### src/rtl/div_pkg.sv
// Shared types and helpers for the iterative radix-2 restoring divider.
// Helpers operate on a fixed-width word so they serve any WIDTH below MAX_W;
// callers zero-extend into word_t and slice the low WIDTH bits back out.
package div_pkg;

    typedef enum logic [1:0] {
        IDLE = 2'd0,
        CALC = 2'd1,
        DONE = 2'd2
    } state_t;

    localparam int MAX_W = 128;

    typedef logic [MAX_W-1:0] word_t;

    // Mask with the low w bits set.
    function automatic word_t width_mask(input int w);
        word_t m;
        m = '0;
        for (int i = 0; i < MAX_W; i++) begin
            if (i < w) m[i] = 1'b1;
        end
        return m;
    endfunction

    // Magnitude of a w-bit operand; two's-complement absolute value when signed.
    // The most negative value maps onto itself, which is the correct unsigned magnitude.
    function automatic word_t abs_val(input word_t v, input int w, input logic is_signed);
        if (is_signed && v[w-1]) begin
            return (~v + word_t'(1)) & width_mask(w);
        end
        return v & width_mask(w);
    endfunction

    // Quotient for the short-circuit cases: all ones for divide-by-zero,
    // the most negative value for signed overflow (MIN / -1).
    function automatic word_t special_quot(input int w, input logic div_zero);
        word_t r;
        if (div_zero) begin
            r = width_mask(w);
        end else begin
            r = '0;
            r[w-1] = 1'b1;
        end
        return r;
    endfunction

endpackage

### src/rtl/div_step.sv
// One restoring-division iteration: shift the next dividend bit into the
// partial remainder, trial-subtract the divisor magnitude, select.
// The dividend register doubles as the quotient register: dividend bits leave
// at the top while quotient bits enter at the bottom.
module div_step #(
    parameter int WIDTH = 32
) (
    input  logic [WIDTH-1:0] rem_in,
    input  logic [WIDTH-1:0] dvd_in,
    input  logic [WIDTH-1:0] dvs,
    output logic [WIDTH-1:0] rem_out,
    output logic [WIDTH-1:0] dvd_out
);

    logic [WIDTH:0] shifted;
    logic [WIDTH:0] diff;
    logic           fits;

    // The remainder is always below the divisor, so WIDTH+1 bits hold the
    // shifted value and the sign of the trial difference is its top bit.
    always_comb begin
        shifted = {rem_in, dvd_in[WIDTH-1]};
        diff    = shifted - {1'b0, dvs};
        fits    = ~diff[WIDTH];
        rem_out = fits ? diff[WIDTH-1:0] : shifted[WIDTH-1:0];
        dvd_out = {dvd_in[WIDTH-2:0], fits};
    end

endmodule

### src/rtl/iter_divider.sv
// Multi-cycle signed/unsigned integer divider for the EX stage.
// Returns quotient and remainder plus a pass-through tag over valid/ready,
// one quotient bit per cycle, with flush cancellation. WIDTH must be 2..127.
module iter_divider
    import div_pkg::*;
#(
    parameter int WIDTH = 32,
    parameter int TAG_W = 6
) (
    input  logic             clk,
    input  logic             reset,
    input  logic             flush,
    input  logic             in_valid,
    output logic             in_ready,
    input  logic             in_signed,
    input  logic [WIDTH-1:0] in_dividend,
    input  logic [WIDTH-1:0] in_divisor,
    input  logic [TAG_W-1:0] in_tag,
    output logic             out_valid,
    input  logic             out_ready,
    output logic [WIDTH-1:0] out_quot,
    output logic [WIDTH-1:0] out_rem,
    output logic [TAG_W-1:0] out_tag,
    output logic             busy
);

    localparam int CNT_W = $clog2(WIDTH + 1);

    state_t           state, state_nxt;
    logic [CNT_W-1:0] cnt;
    logic [WIDTH-1:0] rem_r, quot_r, div_mag;
    logic             q_neg, r_neg, special;
    logic [TAG_W-1:0] tag_r;

    logic             accept, calc_last;
    logic             div_zero, overflow, dvd_neg, dvs_neg;
    word_t            dvd_abs_w, dvs_abs_w, spec_q_w;
    logic [WIDTH-1:0] step_rem, step_quot;
    logic             unused_hi;

    assign in_ready  = ~flush & ((state == IDLE) | ((state == DONE) & out_ready));
    assign accept    = in_valid & in_ready;
    assign out_valid = (state == DONE);
    assign busy      = (state != IDLE);
    assign calc_last = special | (cnt == '0);

    // Decode request operands: magnitudes, signs and the short-circuit cases.
    always_comb begin
        dvd_neg   = in_signed & in_dividend[WIDTH-1];
        dvs_neg   = in_signed & in_divisor[WIDTH-1];
        div_zero  = (in_divisor == '0);
        overflow  = in_signed & (in_dividend == {1'b1, {(WIDTH-1){1'b0}}}) & (&in_divisor);
        dvd_abs_w = abs_val(word_t'(in_dividend), WIDTH, in_signed);
        dvs_abs_w = abs_val(word_t'(in_divisor), WIDTH, in_signed);
        spec_q_w  = special_quot(WIDTH, div_zero);
    end

    assign unused_hi = ^{dvd_abs_w[MAX_W-1:WIDTH], dvs_abs_w[MAX_W-1:WIDTH], spec_q_w[MAX_W-1:WIDTH]};

    div_step #(.WIDTH(WIDTH)) u_step (
        .rem_in  (rem_r),
        .dvd_in  (quot_r),
        .dvs     (div_mag),
        .rem_out (step_rem),
        .dvd_out (step_quot)
    );

    // State register.
    // NOTE: non-blocking assignments in clocked blocks so every register samples pre-edge values.
    always_ff @(posedge clk or posedge reset) begin
        if (reset) state <= IDLE;
        else       state <= state_nxt;
    end

    // Next-state logic; flush overrides every transition.
    // NOTE: the default assignment first guarantees no path leaves state_nxt unassigned (no latch).
    always_comb begin
        state_nxt = state;
        if (flush) begin
            state_nxt = IDLE;
        end else begin
            case (state)
                IDLE: if (accept) state_nxt = CALC;
                CALC: if (calc_last) state_nxt = DONE;
                DONE: if (out_ready) state_nxt = accept ? CALC : IDLE;
                default: state_nxt = IDLE;
            endcase
        end
    end

    // Datapath: load on accept, iterate in CALC, sign-correct into the outputs.
    // Special cases preload the final result so the CALC pass only registers it.
    // NOTE: datapath and output registers are reset as well so outputs read 0 after reset.
    always_ff @(posedge clk or posedge reset) begin
        if (reset) begin
            cnt      <= '0;
            rem_r    <= '0;
            quot_r   <= '0;
            div_mag  <= '0;
            q_neg    <= 1'b0;
            r_neg    <= 1'b0;
            special  <= 1'b0;
            tag_r    <= '0;
            out_quot <= '0;
            out_rem  <= '0;
            out_tag  <= '0;
        end else if (flush) begin
            cnt <= '0;
        end else if (accept) begin
            cnt     <= CNT_W'(WIDTH);
            tag_r   <= in_tag;
            special <= div_zero | overflow;
            if (div_zero | overflow) begin
                quot_r  <= spec_q_w[WIDTH-1:0];
                rem_r   <= div_zero ? in_dividend : '0;
                div_mag <= '0;
                q_neg   <= 1'b0;
                r_neg   <= 1'b0;
            end else begin
                quot_r  <= dvd_abs_w[WIDTH-1:0];
                rem_r   <= '0;
                div_mag <= dvs_abs_w[WIDTH-1:0];
                q_neg   <= dvd_neg ^ dvs_neg;
                r_neg   <= dvd_neg;
            end
        end else if (state == CALC) begin
            if (calc_last) begin
                out_quot <= q_neg ? -quot_r : quot_r;
                out_rem  <= r_neg ? -rem_r : rem_r;
                out_tag  <= tag_r;
            end else begin
                rem_r  <= step_rem;
                quot_r <= step_quot;
                cnt    <= cnt - CNT_W'(1);
            end
        end
    end

endmodule
### config.mk
export PLATFORM = sky130hd
export DESIGN_NAME = iter_divider
export DESIGN_NICKNAME = d
export VERILOG_FILES = /design/src/rtl/div_pkg.sv /design/src/rtl/div_step.sv /design/src/rtl/iter_divider.sv
export SDC_FILE = /design/constraint.sdc
export NUM_CORES = 1
export LEC_CHECK = 0
export CORE_ASPECT_RATIO = 1.4
export CORE_MARGIN = 1
export CORE_UTILIZATION = 40
export CTS_BUF_LIST = sky130_fd_sc_hd__clkbuf_8 sky130_fd_sc_hd__clkbuf_16
export DETAILED_ROUTE_END_ITERATION = 16
export HOLD_SLACK_MARGIN = 0.02
export PLACE_DENSITY = 0.64
export SETUP_SLACK_MARGIN = 0.05
export SYNTH_ARGS = -nofsm -noshare
export SYNTH_HDL_FRONTEND = slang
export SYNTH_SLANG_ARGS = --single-unit
### constraint.sdc
create_clock -name clk -period 17.1 [get_ports clk]
set_input_delay 5.13 -clock clk [delete_from_list [all_inputs] [get_ports clk]]
set_output_delay 5.13 -clock clk [all_outputs]
set_load 0.03 [all_outputs]
==> results_dict.tcl, run 1 <==
set metrics [dict create \
    slew_viol_final 0 \
    worstSkewPairLatency_ns 0.46 \
    period_share 0.710 \
    synth_commonest_cells "211 x nand2_1, 183 x dfrtp_1, 157 x o21ai_0" \
    yosysWarningCount 0 \
    synth_top_area_share 0.372 \
    maxCapViolCount 0 \
    nets 1685 \
    drtPass1Iterations 6 \
    path_clk_slew_ns 0.06 \
    status "complete, no violations" \
    synth_compound_area_frac 0.219 \
    row_count 75 \
    syn-cell-area_um2 12300 \
    worstPathArrival_ns 7.01 \
    cts_root_buf "clkbuf_16" \
    synth-simple-area-share 0.190 \
    criticalPathCategory "in2out" \
    fin_area_um2 14700 \
    slowest_stage "clkdlybuf4s50_1" \
    die_x_um 150 \
    setup_tns_ns 0 \
    fillers 2925 \
    hold_buffers 0 \
    cts_buffer_depth 2 \
    synth_most_common_cell "nand2_1" \
    multiInputGateArea_um2 7200 \
    htree_levels 4 \
    crit_path_end_kind "output pin" \
    post-route-min-period_ns 12.14 \
    grt_overflow 0 \
    min_path_type "reg2reg" \
    crit_path_max_fanout 11 \
    synth_top_family_by_area "compound AO/OA/AOI/OAI gates" \
    rsz0062_at_grt "false" \
    crit_required_ns 11.97 \
    max_slew_margin 0.362 \
    drt_wl_total_um 36200 \
    coreArea_um2 30100 \
    synthTopCellsByArea "dfrtp_1 37%, xor2_1 7.0%, nand2_1 6.4%" \
    fp.dieArea_um2 31500 \
    regArea_um2 4580 \
    vias_per_cell 5.63 \
    clock_sinks 183 \
    drt-initial-drc-count 668 \
    area_delta_synth_final_pct 19.4 \
    antenna_found_initial 3 \
    yosysTopAreaCell "dfrtp_1" \
    path_common_cell "clkdlybuf4s50_1" \
    async_flop_share 1.00 \
    powerDensity_nw_per_um2 150 \
    synthAdderAreaFrac 0.0412 \
    grt_pass1_vias 10300 \
    ios 149 \
    vias 11100 \
    drive_gt1_frac 0.0531 \
    synthesis.nets 1591 \
    final_antenna_net_count 0 \
    synthMuxAreaShare 0.0284 \
    p_leak_uw 0.00606 \
    fmax_mhz 82.4 \
    drc_errors 0 \
    ir_worst_vdd_mv 0.0592 \
    wire_per_inst_um 18.4 \
    cts_resized 0 \
    yosys.cell_types.count 70 \
    grt_first_pass_wirelength_um 56800 \
    gp_congestion 0.899 \
    cts_buffers 17 \
    die_y_um 210 \
    worstSetupStartpointType "input pin" \
    synthXorXnorAreaFrac 0.103 \
    synthCells 1475 \
    ys_seq_elements 183 \
    grt_max_degree 106 \
    finalSetupViolations 0 \
    avgSynthCellArea_um2 8.36 \
    io_buffers 148 \
    cp_slowest_stage_delay_ns 0.75 \
    postCtsSetupRepairBufs 0 \
    cts_tree "done" \
    grtUsageTotal 0.235 \
    clock_skew_ns 0.0108 \
    ys.flop_type "dfrtp_1" \
    hold_viol 0 \
    start_util 0.409 \
    dpl_cell_area_um2 14100 \
    seq_area_frac_synth 0.372 \
    hpwl_um 27700 \
    path_cells "clkdlybuf4s50_1, a211oi_1, clkdlybuf4s50_1" \
    worst_pin_slew_ns 0.954 \
    synth_edf_count 0 \
]
-- path summary, 6_finish.rpt --
check	slack, ns	startpoint	cells after the start	end
max	4.96	flush	3	in_ready
min in group asynchronous	5.18	reset	2	out_rem[0]$_DFFE_PP0P_
max in group asynchronous	10.19	reset	4	div_mag[28]$_DFFE_PP0P_
min	0.48	out_rem[0]$_DFFE_PP0P_	2	out_rem[0]$_DFFE_PP0P_
max reg2reg	13.30	rem_r[0]$_DFFE_PP0P_	12	rem_r[0]$_DFFE_PP0P_
min reg2reg	0.48	out_rem[0]$_DFFE_PP0P_	2	out_rem[0]$_DFFE_PP0P_
-- power by group --
part	total, uW	switching, uW	internal, uW
clock	419	180	239
combinational	1090	631	454
sequential	696	127	569
-- state kept, by name, indices dropped and copies added (netlist names) --
register / count
state: 2
tag_r: 6
out_rem: 32
out_tag: 6
div_mag: 32
quot_r: 32
cnt: 6
q_neg: 1
special: 1
rem_r: 32
r_neg: 1
out_quot: 32
-- worst max-delay path: cells and delay by family --
| family | cells | cell delay, ns |
|---|---|---|
| AOI/OAI and AO/OA | 1 | 0.49 |
| buffers and inverters | 2 | 1.38 |
-- stage by stage --
step                       util  instances  power [uW]  setup slack (ns)  hold WS [ns]
after floorplan               -       1475        1420              5.94         0.442
after global placement    0.467       1935        1770              5.02         0.455
after detailed placement  0.467       1935        1790              4.96         0.460
after CTS                 0.488       1967        2210              4.97         0.479
after global routing      0.488       1970        2350              4.91         0.497
final                     0.488       1970        2200              4.96         0.477
-- cell families after synthesis --
group,Yosys count
muxes,34
DFF,183
AOI/OAI and AO/OA,440
and+or+nand+nor,488
xor gates and xnor gates,145
buffers and inverters,145
adders and majority gates,40
-- layer usage --
layer,global-route usage,vias to the layer above,wire length [um]
met3,0.0298,53,1120
met1,0.291,5281,15600
met2,0.407,272,18400
met5,0,-,0
li1,-,5476,-
met4,0.0975,0,1130
-- placed cells by master, fill, tap and decap left out, types with 13 or more instances in the layout --
| cell type | instances |
|---|---|
| clkbuf_16 | 17 |
| or3_1 | 13 |
| and3_1 | 15 |
| o31ai_1 | 33 |
| xnor2_1 | 47 |
| ha_1 | 39 |
| nand4_1 | 17 |
| o21ai_0 | 156 |
| o22ai_1 | 47 |
| a21oi_1 | 81 |
| nor2_1 | 85 |
| inv_1 | 54 |
| xor2_1 | 98 |
| a31oi_1 | 15 |
| nand2b_1 | 20 |
| nor3_1 | 39 |
| dfrtp_1 | 183 |
| a211oi_1 | 27 |
| nand2_1 | 210 |
| clkdlybuf4s50_1 | 148 |
| buf_4 | 16 |
| mux2i_1 | 26 |
-- final cells by class --
cell class | count | share of cell area
inverters | 56 | 0.0146
flip-flops and latches | 183 | 0.311
well taps | 385 | 0.0327
diodes | 3 | 0.000510
repair buffers | 164 | 0.109
clock inverters | 13 | 0.0117
multi-input cells | 1147 | 0.490
clock buffers | 19 | 0.0308
(Power assumes the default switching activity.)
==> run 2, diff against run 1 <==
--- a/config.mk
+++ b/config.mk
@@ -11,7 +11,7 @@
 export CTS_BUF_LIST = sky130_fd_sc_hd__clkbuf_8 sky130_fd_sc_hd__clkbuf_16
 export DETAILED_ROUTE_END_ITERATION = 16
 export HOLD_SLACK_MARGIN = 0.02
-export PLACE_DENSITY = 0.64
+export PLACE_DENSITY = 0.66
 export SETUP_SLACK_MARGIN = 0.05
 export SYNTH_ARGS = -nofsm -noshare
 export SYNTH_HDL_FRONTEND = slang
==> constraint.sdc (replaced) <==
create_clock -name clk -period 9.75 [get_ports clk]
set_input_delay 2.925 -clock clk [delete_from_list [all_inputs] [get_ports clk]]
set_output_delay 2.925 -clock clk [all_outputs]
set_load 0.03 [all_outputs]
==> run 2 against run 1 <==
Sequential share of layout area grew 0.064 points. Combinational power grew 74%. Final area shrank 0.20%. Sequential power grew 77%. Clock power grew 74%. Critical endpoint unchanged. Critical path depth is the same. Cell count shrank 0.20%. Wire length shrank 0.17%. Utilization shrank 0.10 points. Total power grew 75%.
==> results_dict.tcl, run 2 (synthesized netlist as in run 1, its figures left out) <==
set metrics [dict create \
    status "complete, no violations" \
    criticalPathCategory "in2out" \
    drtPass1Iterations 5 \
    grt_pass1_vias 10500 \
    crit_path_max_fanout 11 \
    path_common_cell "clkdlybuf4s50_1" \
    cts_root_buf "clkbuf_16" \
    crit_required_ns 6.83 \
    wire_per_inst_um 18.4 \
    powerDensity_nw_per_um2 262 \
    drt-initial-drc-count 685 \
    crit_family "buffers and inverters" \
    cts_buffers 17 \
    setup_tns_ns 0 \
    crit_path_end_kind "output pin" \
    path_buf_inv 2 \
    fin_hold_ws_ns 0.470 \
    drc_errors 0 \
    hpwl_um 27700 \
    max_slew_margin 0.272 \
    die_y_um 210 \
    nets 1682 \
    row_count 75 \
    grt_max_degree 111 \
    cp_slowest_stage_delay_ns 0.75 \
    finalSetupViolations 0 \
    period_share 0.794 \
    grt_first_pass_wirelength_um 57100 \
    fmax_mhz 129 \
    postCtsSetupRepairBufs 0 \
    final_cell_mix "210 x nand2_1, 183 x dfrtp_1, 156 x o21ai_0" \
    rsz0062_at_grt "false" \
    place_ws_ns 1.98 \
    htree_levels 4 \
    hold_viol 0 \
    gp_congestion 0.928 \
    die_x_um 150 \
    clock_skew_ns 0.0114 \
    worstSkewPairLatency_ns 0.45 \
    grt_overflow 0 \
    maxCapViolCount 0 \
    start_util 0.409 \
    drive_gt1_frac 0.0507 \
    fin_util 0.487 \
    slowest_stage "clkdlybuf4s50_1" \
    clock_sinks 183 \
    post-route-min-period_ns 7.75 \
    p_leak_uw 0.00606 \
    antenna_found_initial 2 \
    min_path_type "reg2reg" \
    worst_pin_slew_ns 1.09 \
    cts_tree "done" \
    path_clk_slew_ns 0.07 \
    worstPathArrival_ns 4.82 \
    coreArea_um2 30100 \
    fin_ws_ns 2.00 \
    slew_viol_final 0 \
    final_antenna_net_count 0 \
    drt_wl_total_um 36200 \
    path_cells "clkdlybuf4s50_1, a211oi_1, clkdlybuf4s50_1" \
    worstSetupStartpointType "input pin" \
    final_common_cell "nand2_1" \
    io_buffers 148 \
    cts_buffer_depth 2 \
    ios 149 \
    vias_per_cell 5.59 \
    fp.dieArea_um2 31500 \
    area_delta_synth_final_pct 19.1 \
    ir_worst_vdd_mv 0.0970 \
    hold_buffers 0 \
    vias 11000 \
    grtUsageTotal 0.235 \
    cts_resized 0 \
]
## run 2: cell types whose count changed in the layout (fill, tap and decap cells not counted)
cell        delta
inv_6          +1
buf_4          -3
clkinv_4       -3
o21ai_2        +1
inv_1          +2
clkbuf_8       +1
clkinv_2       +2
clkinvlp_4     -3
diode_2        -1
o21ai_1        -1
## run 2: worst register-to-register path: stages, from the launching register on
cell,delay (ns)
dfrtp_1,0.50
or3_4,0.46
or4_4,0.45
or4b_4,0.60
or3_4,0.40
or4_4,0.45
o31ai_4,0.29
xor2_1,0.45
o21ai_1,0.11
## run 2: cell type report
| type | instances | area [um^2] |
|---|---|---|
| Sequential cell | 183 | 4580 |
| Clock inverter | 12 | 149 |
| Timing Repair Buffer | 161 | 1580 |
| Fill cell | 2940 | 15400 |
| Tap cell | 385 | 482 |
| Inverter | 56 | 215 |
| Clock buffer | 20 | 467 |
| Multi-Input combinational cell | 1147 | 7210 |
| Antenna cell | 2 | 5.00 |
## run 2: worst paths after layout
path                                      start  cells after the start  slack, ns                      end
max reg2reg                rem_r[2]$_DFFE_PP0P_                      8       5.90  out_rem[31]$_DFFE_PP0P_
max in group asynchronous                 reset                      3       5.51  div_mag[30]$_DFFE_PP0P_
max                                       flush                      3       2.00                 in_ready
min                        tag_r[3]$_DFFE_PP0P_                      2       0.47     tag_r[3]$_DFFE_PP0P_
min reg2reg                tag_r[3]$_DFFE_PP0P_                      2       0.47     tag_r[3]$_DFFE_PP0P_
min in group asynchronous                 reset                      2       2.92  out_rem[11]$_DFFE_PP0P_
## run 2: where the power goes
group          switching (uW)  total, uW  internal [uW]
combinational            1100       1900            796
clock                     304        727            424
sequential                229       1230            997
## run 2: metal layers
| metal | share of wire | GRT usage | vias up |
|---|---|---|---|
| li1 | - | - | 5468 |
| met1 | 0.42 | 0.287 | 5188 |
| met2 | 0.51 | 0.408 | 273 |
| met3 | 0.037 | 0.0257 | 52 |
| met4 | 0.037 | 0.111 | 0 |
| met5 | 0 | 0 | - |
## run 2: per-stage QoR
step	total power (uW)	instance area [um^2]	std cells
global route	4110	14700	1966
global placement	3100	14100	1932
CTS	3880	14700	1964
finish	3850	14700	1966
detailed placement	3140	14100	1932
floorplan	2480	12300	1475
